### config.mk
export PLATFORM = sky130hd
export DESIGN_NAME = mem_arbiter
export DESIGN_NICKNAME = d
export VERILOG_FILES = /design/src/rtl/mem_arbiter.sv
export SDC_FILE = /design/constraint.sdc
export NUM_CORES = 1
export LEC_CHECK = 0
export BUFFER_PORTS_ARGS = -buffer_cell sky130_fd_sc_hd__clkbuf_2
export CORE_AREA = 2 2 126 128
export CTS_BUF_LIST = sky130_fd_sc_hd__clkbuf_16
export CTS_CLUSTER_DIAMETER = 200
export CTS_CLUSTER_SIZE = 20
export DETAILED_ROUTE_END_ITERATION = 16
export DIE_AREA = 0 0 128 130
export PLACE_DENSITY = 0.66
export SLEW_MARGIN = 0
export SYNTH_ARGS = -nofsm -noshare
export SYNTH_HDL_FRONTEND = slang
export SYNTH_SLANG_ARGS = --single-unit
### constraint.sdc
create_clock -name clk -period 3.6 [get_ports clk]
set_input_delay 0.72 -clock clk [delete_from_list [all_inputs] [get_ports clk]]
set_output_delay 0.72 -clock clk [all_outputs]
set_load 0.01 [all_outputs]
### src/rtl/mem_arbiter.sv
// Two-requester shared-memory arbiter: an instruction-fetch port and a data port
// share one handshake memory bus, with round-robin tie-break and an ack timeout.
module mem_arbiter #(
  parameter logic [7:0]  TIMEOUT  = 8'd255,
  parameter logic [31:0] ERR_DATA = 32'hDEAD_BEEF
) (
  input  logic        clk,
  input  logic        rst,

  input  logic        if_req,
  input  logic [31:0] if_addr,
  output logic [31:0] if_rdata,
  output logic        if_valid,

  input  logic        d_read,
  input  logic        d_write,
  input  logic [31:0] d_addr,
  input  logic [31:0] d_wdata,
  output logic [31:0] d_rdata,
  output logic        d_done,

  output logic        m_req,
  output logic        m_we,
  output logic [31:0] m_addr,
  output logic [31:0] m_wdata,
  input  logic [31:0] m_rdata,
  input  logic        m_ack,

  output logic        busy,
  output logic        err
);

  typedef enum logic [1:0] {
    S_IDLE = 2'd0,
    S_WAIT = 2'd1,
    S_RESP = 2'd2
  } state_t;

  state_t      state;
  state_t      state_next;

  logic        gnt;        // current owner: 0 = IF, 1 = D
  logic        lg;         // owner of the last completed transfer
  logic [7:0]  cnt;
  logic [7:0]  cnt_inc;

  logic        if_want;
  logic        d_want;
  logic        any_want;
  logic        grant_d;
  logic        timeout_hit;
  logic        rsp_load;
  logic [31:0] rsp_data;

  // Arbitration: a lone requester wins; on a tie the side not served last wins.
  assign if_want  = if_req;
  assign d_want   = d_read | d_write;
  assign any_want = if_want | d_want;
  assign grant_d  = d_want & (~if_want | ~lg);

  // An ack in the same cycle the counter would reach TIMEOUT still counts as success.
  assign cnt_inc     = cnt + 8'd1;
  assign timeout_hit = ~m_ack & (cnt_inc == TIMEOUT);
  assign rsp_load    = (state == S_WAIT) & (m_ack | timeout_hit);
  assign rsp_data    = m_ack ? m_rdata : ERR_DATA;

  // NOTE: sequential state uses non-blocking (<=) so every register samples
  // pre-edge values; blocking here would create order-dependent simulation races.
  always_ff @(posedge clk or negedge rst) begin
    if (!rst) begin
      state <= S_IDLE;
    end else begin
      state <= state_next;
    end
  end

  // NOTE: default assignment first so every path drives state_next and no latch
  // is inferred from an incomplete case.
  always_comb begin
    state_next = state;
    case (state)
      S_IDLE: if (any_want)              state_next = S_WAIT;
      S_WAIT: if (m_ack || timeout_hit)  state_next = S_RESP;
      S_RESP:                            state_next = S_IDLE;
      default:                           state_next = S_IDLE;
    endcase
  end

  // Handshake and status outputs are decoded from state, so an asynchronous
  // reset drops them immediately together with the state register.
  always_comb begin
    busy     = 1'b0;
    m_req    = 1'b0;
    if_valid = 1'b0;
    d_done   = 1'b0;
    case (state)
      S_IDLE: ;
      S_WAIT: begin
        busy  = 1'b1;
        m_req = 1'b1;
      end
      S_RESP: begin
        busy     = 1'b1;
        if_valid = ~gnt;
        d_done   = gnt;
      end
      default: ;
    endcase
  end

  // Grant, request payload and timeout counter; payload holds steady through WAIT.
  always_ff @(posedge clk or negedge rst) begin
    if (!rst) begin
      gnt     <= 1'b0;
      lg      <= 1'b0;
      cnt     <= 8'd0;
      m_we    <= 1'b0;
      m_addr  <= 32'd0;
      m_wdata <= 32'd0;
    end else begin
      case (state)
        S_IDLE: begin
          if (any_want) begin
            gnt     <= grant_d;
            cnt     <= 8'd0;
            m_we    <= grant_d & d_write;
            m_addr  <= grant_d ? d_addr  : if_addr;
            m_wdata <= grant_d ? d_wdata : 32'd0;
          end
        end
        S_WAIT: begin
          if (!m_ack && !timeout_hit) begin
            cnt <= cnt_inc;
          end
        end
        S_RESP: begin
          lg <= gnt;
        end
        default: ;
      endcase
    end
  end

  // Response data registers hold between pulses; a write never touches d_rdata.
  always_ff @(posedge clk or negedge rst) begin
    if (!rst) begin
      if_rdata <= 32'd0;
      d_rdata  <= 32'd0;
      err      <= 1'b0;
    end else begin
      if (rsp_load) begin
        if (!gnt) begin
          if_rdata <= rsp_data;
        end else if (!m_we) begin
          d_rdata <= rsp_data;
        end
      end
      if ((state == S_WAIT) && timeout_hit) begin
        err <= 1'b1;
      end
    end
  end

endmodule

==> results of run 1 <==
## metal layers
metal,vias to the layer above,share of wire,GRT usage
met1,2386,0.43,0.239
met2,201,0.48,0.316
met4,0,0.016,0.0737
li1,2283,-,-
met5,-,0,0
met3,17,0.077,0.0586
## registers in the layout, summed over array words and instances, names as in the netlist
| name | count |
|---|---|
| gnt | 1 |
| err | 1 |
| cnt | 8 |
| state | 2 |
| d_rdata | 32 |
| m_wdata | 32 |
| m_we | 1 |
| if_rdata | 32 |
| lg | 1 |
| m_addr | 32 |
## cells in the final DEF (no fill, tap or decap), drive strengths merged, types with 3 or more instances in the layout
| master | count |
|---|---|
| a21oi | 3 |
| a22o | 35 |
| a2bb2oi | 48 |
| a32o | 16 |
| and2 | 3 |
| buf | 11 |
| clkbuf | 283 |
| clkinv | 7 |
| clkinvlp | 5 |
| dfrtp | 142 |
| ha | 5 |
| inv | 5 |
| mux2 | 3 |
| mux2i | 32 |
| nand2 | 42 |
| nand3 | 6 |
| nor2 | 9 |
| nor2b | 28 |
| nor3 | 4 |
| o21ai | 38 |
## kinds of logic after synthesis
family / synth area share
flops: 0.588
buf+inv: 0.0341
mux: 0.0586
compound gates: 0.217
xor+xnor: 0.00290
simple gates: 0.0890
fa+ha+maj: 0.0103
## final timing paths
| check | startpoint | end | slack [ns] | cells past startpoint |
|---|---|---|---|---|
| setup reg to reg | state[1]$_DFFE_PN0P_ | if_rdata[23]$_DFFE_PN0P_ | 1.42 | 8 |
| hold reg to reg | m_addr[27]$_DFFE_PN0P_ | m_addr[27]$_DFFE_PN0P_ | 0.48 | 2 |
| max in group asynchronous | rst | m_wdata[3]$_DFFE_PN0P_ | 2.49 | 2 |
| min in group clk | m_addr[27]$_DFFE_PN0P_ | m_addr[27]$_DFFE_PN0P_ | 0.48 | 2 |
| setup / recovery | state[0]$_DFFE_PN0P_ | d_done | 1.41 | 4 |
| hold / removal | rst | if_rdata[30]$_DFFE_PN0P_ | 0.31 | 1 |
## power groups by stage
| stage | Combinational [uW] | Clock, uW | Sequential, uW |
|---|---|---|---|
| floorplan | 1510 | 0 | 3080 |
| global placement | 2940 | 0 | 2810 |
| detailed placement | 3040 | 0 | 2820 |
| CTS | 3030 | 1740 | 2810 |
| global route | 3270 | 1800 | 2900 |
| finish | 2980 | 1690 | 2800 |
## area by class of cell
| type | count | area [um^2] |
|---|---|---|
| Timing Repair Buffer | 277 | 1430 |
| Multi-Input combinational cell | 294 | 2320 |
| Tap cell | 192 | 240 |
| Clock inverter | 15 | 148 |
| Sequential cell | 142 | 3550 |
| Fill cell | 1365 | 7290 |
| Inverter | 4 | 15.0 |
| Clock buffer | 17 | 425 |
## worst reg2reg max path, stage by stage, from the launching register on
cell	delay, ns
dfrtp_1	0.41
inv_1	0.08
ha_1	0.14
buf_4	0.20
nor2b_2	0.17
buf_4	0.37
nor2b_2	0.21
buf_4	0.29
a2bb2oi_1	0.22
## metrics by stage
| stage | instance area, um^2 | power [uW] | worst slack [ns] | instances | util |
|---|---|---|---|---|---|
| CTS | 8130 | 7570 | 1.38 | 941 | 0.527 |
| finish | 8130 | 7480 | 1.41 | 941 | 0.527 |
| floorplan | 6050 | 4590 | 1.68 | 479 | - |
| detailed placement | 7560 | 5860 | 1.23 | 909 | 0.490 |
| global route | 8130 | 7970 | 1.26 | 941 | 0.527 |
| global placement | 7560 | 5740 | 1.32 | 909 | 0.490 |
==> summary.md, run 1 <==
| Metric | Value |
|---|---|
| Area growth from synthesis to layout | `34.5%` |
| CTS max path bufs | `2` |
| Core area | `15400 um^2` |
| Largest net degree at the start of global routing | `74` |
| Drt first pass iters | `4` |
| Ys Warns | `0` |
| Synth Cell Area | `6050 um^2` |
| Power Density | `919 nW/um^2` |
| Std cell rows | `46` |
| Element type at the critical path end | `primary output` |
| Main synth FF type | `dfrtp_1` |
| Pint | `4720 uW` |
| Final ANT Viol Nets | `0` |
| Part of the power in the clock network | `0.226` |
| Max-cap violations | `0` |
| Top-count cell post-synth | `dfrtp_1` |
| Synth area leaders | `dfrtp_1, mux2i_1, a22o_1` |
| Arrival time worst endpoint | `1.47 ns` |
| Sw frac | `0.369` |
| RSZ-0062 raised after global routing | `false` |
| Clock Pin Slew Worst Setup and Hold Paths | `0.06 ns` |
| Largest area contributor in the netlist | `dfrtp_1` |
| Worst min path class | `input port to async pin` |
| Slew Limit Headroom | `0.207` |
| Synthesized net count | `618` |
| Slew Viols, Final | `0` |
| Die area | `16600 um^2` |
| Layout Nets | `875` |
| Final setup TNS | `0 ns` |
| CP Buf/Inv Count | `2` |
| Cell variety after synth | `43` |
| CP required | `2.88 ns` |
| Critical path type | `register to primary output` |
| Layout cells sized above 1 | `0.461` |
| Die X | `128 um` |
| Sw Pwr | `2760 uW` |
| Sequential area share after synthesis | `0.588` |
| Cts repair resizes | `0` |
| Setup violations, final | `0` |
| Flops & latches, synth | `142` |
| CTS sink count | `142` |
| Initial antenna violation count | `0` |
| DRC errors left | `0` |
| Clock Latency Late Sink | `0.42 ns` |
| Final HPWL DP | `11400 um` |
| Min Tclk post-route | `2.19 ns` |
| Post-Syn Instances | `479` |
| Initial Util | `0.392` |
| Port buffer count | `267` |
| Final WL | `15800 um` |
| # diodes | `0` |
| Yosys top cell area share | `0.588` |
| Final hold violations | `0` |
| # hold bufs at CTS | `0` |
| CTS tree | `done` |
| CP startpoint kind | `register` |
| Via density | `5.19` |
| Crit-path cells | `inv_1 > ha_1 > and2_1 > clkbuf_2` |
| Total global routing overflow | `0` |
| Leak | `0.00410 uW` |
| Clk_skew | `0.00731 ns` |
| Initial DRC Count | `155` |
| Hold WS | `0.308 ns` |
| Routability Congestion | `0.766` |
| Comb pwr share | `0.399` |
| CTS Buf Count | `17` |
| Chip height | `130 um` |
| Slowest-stage cell, CP | `dfrtp_1` |
| H-tree Lvls | `4` |
| CP Max Fanout | `3` |
| Setup bufs post-CTS | `0` |
| Vias in the first global route | `4892` |
| IO Pins | `268` |
| First-pass GRT wire length | `24800 um` |
| Fraction of registers with async set/reset | `1.00` |
| EDFF count, synth | `0` |
| Crit-path max cell delay | `0.40 ns` |
| Via count | `4887` |
| CP delay by family, top | `flip-flops` |
| Worst slew pin tran | `1.19 ns` |
| Status | `completed` |
| WL/cell | `16.8 um` |
| Period utilization | `0.607` |
| GRT Total Usage | `0.192` |
| Max frequency | `457 MHz` |
| Clk root buf | `clkbuf_16` |
| Post-Syn Area per Cell | `12.6 um^2` |
| Top cells by count, synth | `dfrtp_1, nand2_1, o21ai_0` |
| Flop pwr share | `0.375` |
| Peak VDD IR | `979 uV` |
Power figures use the tool's default switching activity.
==> inputs of run 2 (changes only) <==
--- a/config.mk
+++ b/config.mk
@@ -5,14 +5,15 @@
 export SDC_FILE = /design/constraint.sdc
 export NUM_CORES = 1
 export LEC_CHECK = 0
+export ABC_AREA = 1
 export BUFFER_PORTS_ARGS = -buffer_cell sky130_fd_sc_hd__clkbuf_2
-export CORE_AREA = 2 2 126 128
+export CORE_AREA = 2 2 130 132
 export CTS_BUF_LIST = sky130_fd_sc_hd__clkbuf_16
 export CTS_CLUSTER_DIAMETER = 200
 export CTS_CLUSTER_SIZE = 20
 export DETAILED_ROUTE_END_ITERATION = 16
-export DIE_AREA = 0 0 128 130
-export PLACE_DENSITY = 0.66
+export DIE_AREA = 0 0 132 134
+export PLACE_DENSITY = 0.65
 export SLEW_MARGIN = 0
 export SYNTH_ARGS = -nofsm -noshare
 export SYNTH_HDL_FRONTEND = slang
==> constraint.sdc (replaced) <==
create_clock -name clk -period 2.15 [get_ports clk]
set_input_delay 0.43 -clock clk [delete_from_list [all_inputs] [get_ports clk]]
set_output_delay 0.43 -clock clk [all_outputs]
set_load 0.01 [all_outputs]
==> run 2 against run 1 <==
First-iteration DRC count increased to 2.7 times the previous value. Combinational power increased by 82%. Routed wire length increased by 20%. Via count increased by 26%. Non-clock buffer count increased by 19. Die area increased by 6.3%. Largest cell class unchanged. Clock power increased by 64%.
==> summary.md, run 2 <==
| Metric | Value |
|---|---|
| Worst min path class | `input port to register` |
| Final Total Pwr | `12800 uW` |
| Min Tclk post-route | `1.96 ns` |
| Slew Limit Headroom | `0.616` |
| Die area | `17700 um^2` |
| Sequential cell area | `3550 um^2` |
| Initial DRC Count | `425` |
| First-pass GRT wire length | `30700 um` |
| CP required | `2.46 ns` |
| Initial Util | `0.395` |
| RR Endpoint | `if_rdata[4]$_DFFE_PN0P_` |
| Peak VDD IR | `704 uV` |
| Setup violations, final | `0` |
| Fillers | `1578` |
| GRT Total Usage | `0.218` |
| Ys Warns | `0` |
| CP Max Fanout | `32` |
| Critical path type | `register to register` |
| CTS tree | `done` |
| Via density | `4.86` |
| Final HPWL DP | `13200 um` |
| Clk root buf | `clkbuf_16` |
| CP startpoint kind | `register` |
| R2R cell count | `13` |
| Max-cap violations | `0` |
| Placed Instances | `1225` |
| WL/cell | `15.0 um` |
| CTS sink count | `142` |
| Status | `completed` |
| Area growth from synthesis to layout | `34.7%` |
| H-tree Lvls | `4` |
| Arrival time worst endpoint | `2.27 ns` |
| Hold Path Depth | `3` |
| CTS max path bufs | `2` |
| Core area | `16300 um^2` |
| Layout cells sized above 1 | `0.345` |
| Sequential area share after synthesis | `0.552` |
| Post-Syn Area per Cell | `8.36 um^2` |
| Most common cell after layout, fill and taps aside | `nand2_1` |
| Main synth FF type | `dfrtp_1` |
| Clock Pin Slew Worst Setup and Hold Paths | `0.06 ns` |
| Final setup TNS | `0 ns` |
| Top-count cell post-synth | `nand2_1` |
| WHS Endpoint | `m_wdata[8]$_DFFE_PN0P_` |
| Period utilization | `0.913` |
| R2R Setup Slk | `0.19 ns` |
| Fraction of registers with async set/reset | `1.00` |
| Final ANT Viol Nets | `0` |
| Max frequency | `510 MHz` |
| CTS Buf Count | `17` |
| Most frequent cells in the layout | `nand2_1, clkbuf_2, dfrtp_1` |
| Final hold violations | `0` |
| Initial antenna violation count | `1` |
| Power Density | `1480 nW/um^2` |
| Layout Nets | `1170` |
| Port buffer count | `267` |
| Element type at the critical path end | `register` |
| DRC errors left | `0` |
| Clk_skew | `0.00909 ns` |
| Largest net degree at the start of global routing | `57` |
| Synth area leaders | `dfrtp_1, nand2_1, nand4_1` |
| Post-route design area | `8670 um^2` |
| Flops & latches, synth | `142` |
| EDFF count, synth | `0` |
| Hold WS | `0.235 ns` |
| IO Pins | `268` |
| Cell variety after synth | `24` |
| Die X | `132 um` |
| Vias in the first global route | `5933` |
| Top cells by count, synth | `nand2_1, dfrtp_1, a21oi_1, nand4_1` |
| Std cell rows | `47` |
| Multi-input gate area | `2540 um^2` |
| Post-DP Area | `8010 um^2` |
| Fin cells | `1264` |
| Synthesized net count | `909` |
| Drt first pass iters | `5` |
| Final WL | `18900 um` |
| Via count | `6144` |
| Routability Congestion | `0.867` |
| Chip height | `134 um` |
| Worst slew pin tran | `0.575 ns` |
| Slew Viols, Final | `0` |
| Total global routing overflow | `0` |
| Synth Cell Area | `6430 um^2` |
| Post-Syn Instances | `770` |
| Leak | `0.00480 uW` |
| Yosys top cell area share | `0.552` |
| Largest area contributor in the netlist | `dfrtp_1` |
| Clock Latency Late Sink | `0.42 ns` |
| Hold Startpoint | `d_wdata[8]` |
| Reg2reg start | `cnt[1]$_DFFE_PN0P_` |
## run 2: timing repair
| action | 4_1_cts | 5_1_grt |
|---|---|---|
| endpoints found under the hold margin | 25 | 0 |
| endpoints found under the setup margin | 0 | 71 |
| buffers inserted | 0 | 5 |
| gates resized for setup | 0 | 4 |
| hold buffers | 1 | 0 |
## run 2: how the worst max path moves through the flow
stage,from,to,slack (ns),cells past startpoint
2_1_floorplan,state[1]$_DFFE_PN0P_,cnt[0]$_DFFE_PN0P_,0.27,8
3_3_place_gp,cnt[1]$_DFFE_PN0P_,d_rdata[14]$_DFFE_PN0P_,0.19,13
3_5_place_dp,cnt[0]$_DFFE_PN0P_,d_rdata[7]$_DFFE_PN0P_,0.13,12
4_1_cts,cnt[0]$_DFFE_PN0P_,if_rdata[4]$_DFFE_PN0P_,0.12,12
5_1_grt,cnt[0]$_DFFE_PN0P_,if_rdata[4]$_DFFE_PN0P_,-0.01,13
6_report,cnt[1]$_DFFE_PN0P_,if_rdata[4]$_DFFE_PN0P_,0.19,13
## run 2: worst max-delay path, cell delays in order, from the launching register on
cell     delay [ns]
dfrtp_1        0.40
ha_1           0.21
nand2_1        0.07
inv_2          0.09
nand2_1        0.05
nand2_1        0.05
nand2_1        0.06
nor2_1         0.14
nand3_2        0.16
nand2_8        0.16
nand3_2        0.08
buf_6          0.21
nand2_1        0.10
nand2_1        0.05
## run 2: layout make-up
class,count,share of cell area
Inverter,26,0.0113
Sequential cell,142,0.410
Clock inverter,14,0.0149
Multi-Input combinational cell,548,0.293
Timing Repair Buffer,296,0.190
Antenna cell,1,0.000289
Clock buffer,17,0.0491
Tap cell,220,0.0318
## run 2: per-stage QoR
| stage | worst slack, ns | util |
|---|---|---|
| floorplan | 0.270 | - |
| global placement | 0.194 | 0.492 |
| detailed placement | 0.133 | 0.492 |
| CTS | 0.124 | 0.527 |
| global route | -0.0129 | 0.532 |
| finish | 0.188 | 0.532 |
## run 2: where the power goes
part           switching [uW]  internal [uW]  total, uW  leakage [uW]
combinational            3450           1970       5410       0.00279
clock                    1100           1670       2780      0.000264
sequential                731           3900       4630       0.00174
total                    5280           7540      12800       0.00480
## run 2: per-layer routing
layer  up-vias  GRT usage  wire, um
met4         0     0.0737       314
met2       256      0.344      8880
li1       3041          -         -
met5         -          0         0
met3        21     0.0680      1620
met1      2826      0.287      8130
## run 2: cells by family (layout without fill, tap and decap cells)
kind of cell             after synthesis  in the layout  synth area share
buffers and inverters                 80            353            0.0572
AND/OR/NAND/NOR                      474            474             0.326
other                                  0              1                 0
adder cells (fa/ha/maj)                5              5           0.00972
AO/OA/AOI/OAI                         68             68            0.0533
flip-flops                           142            142             0.552
XOR/XNOR                               1              1           0.00136
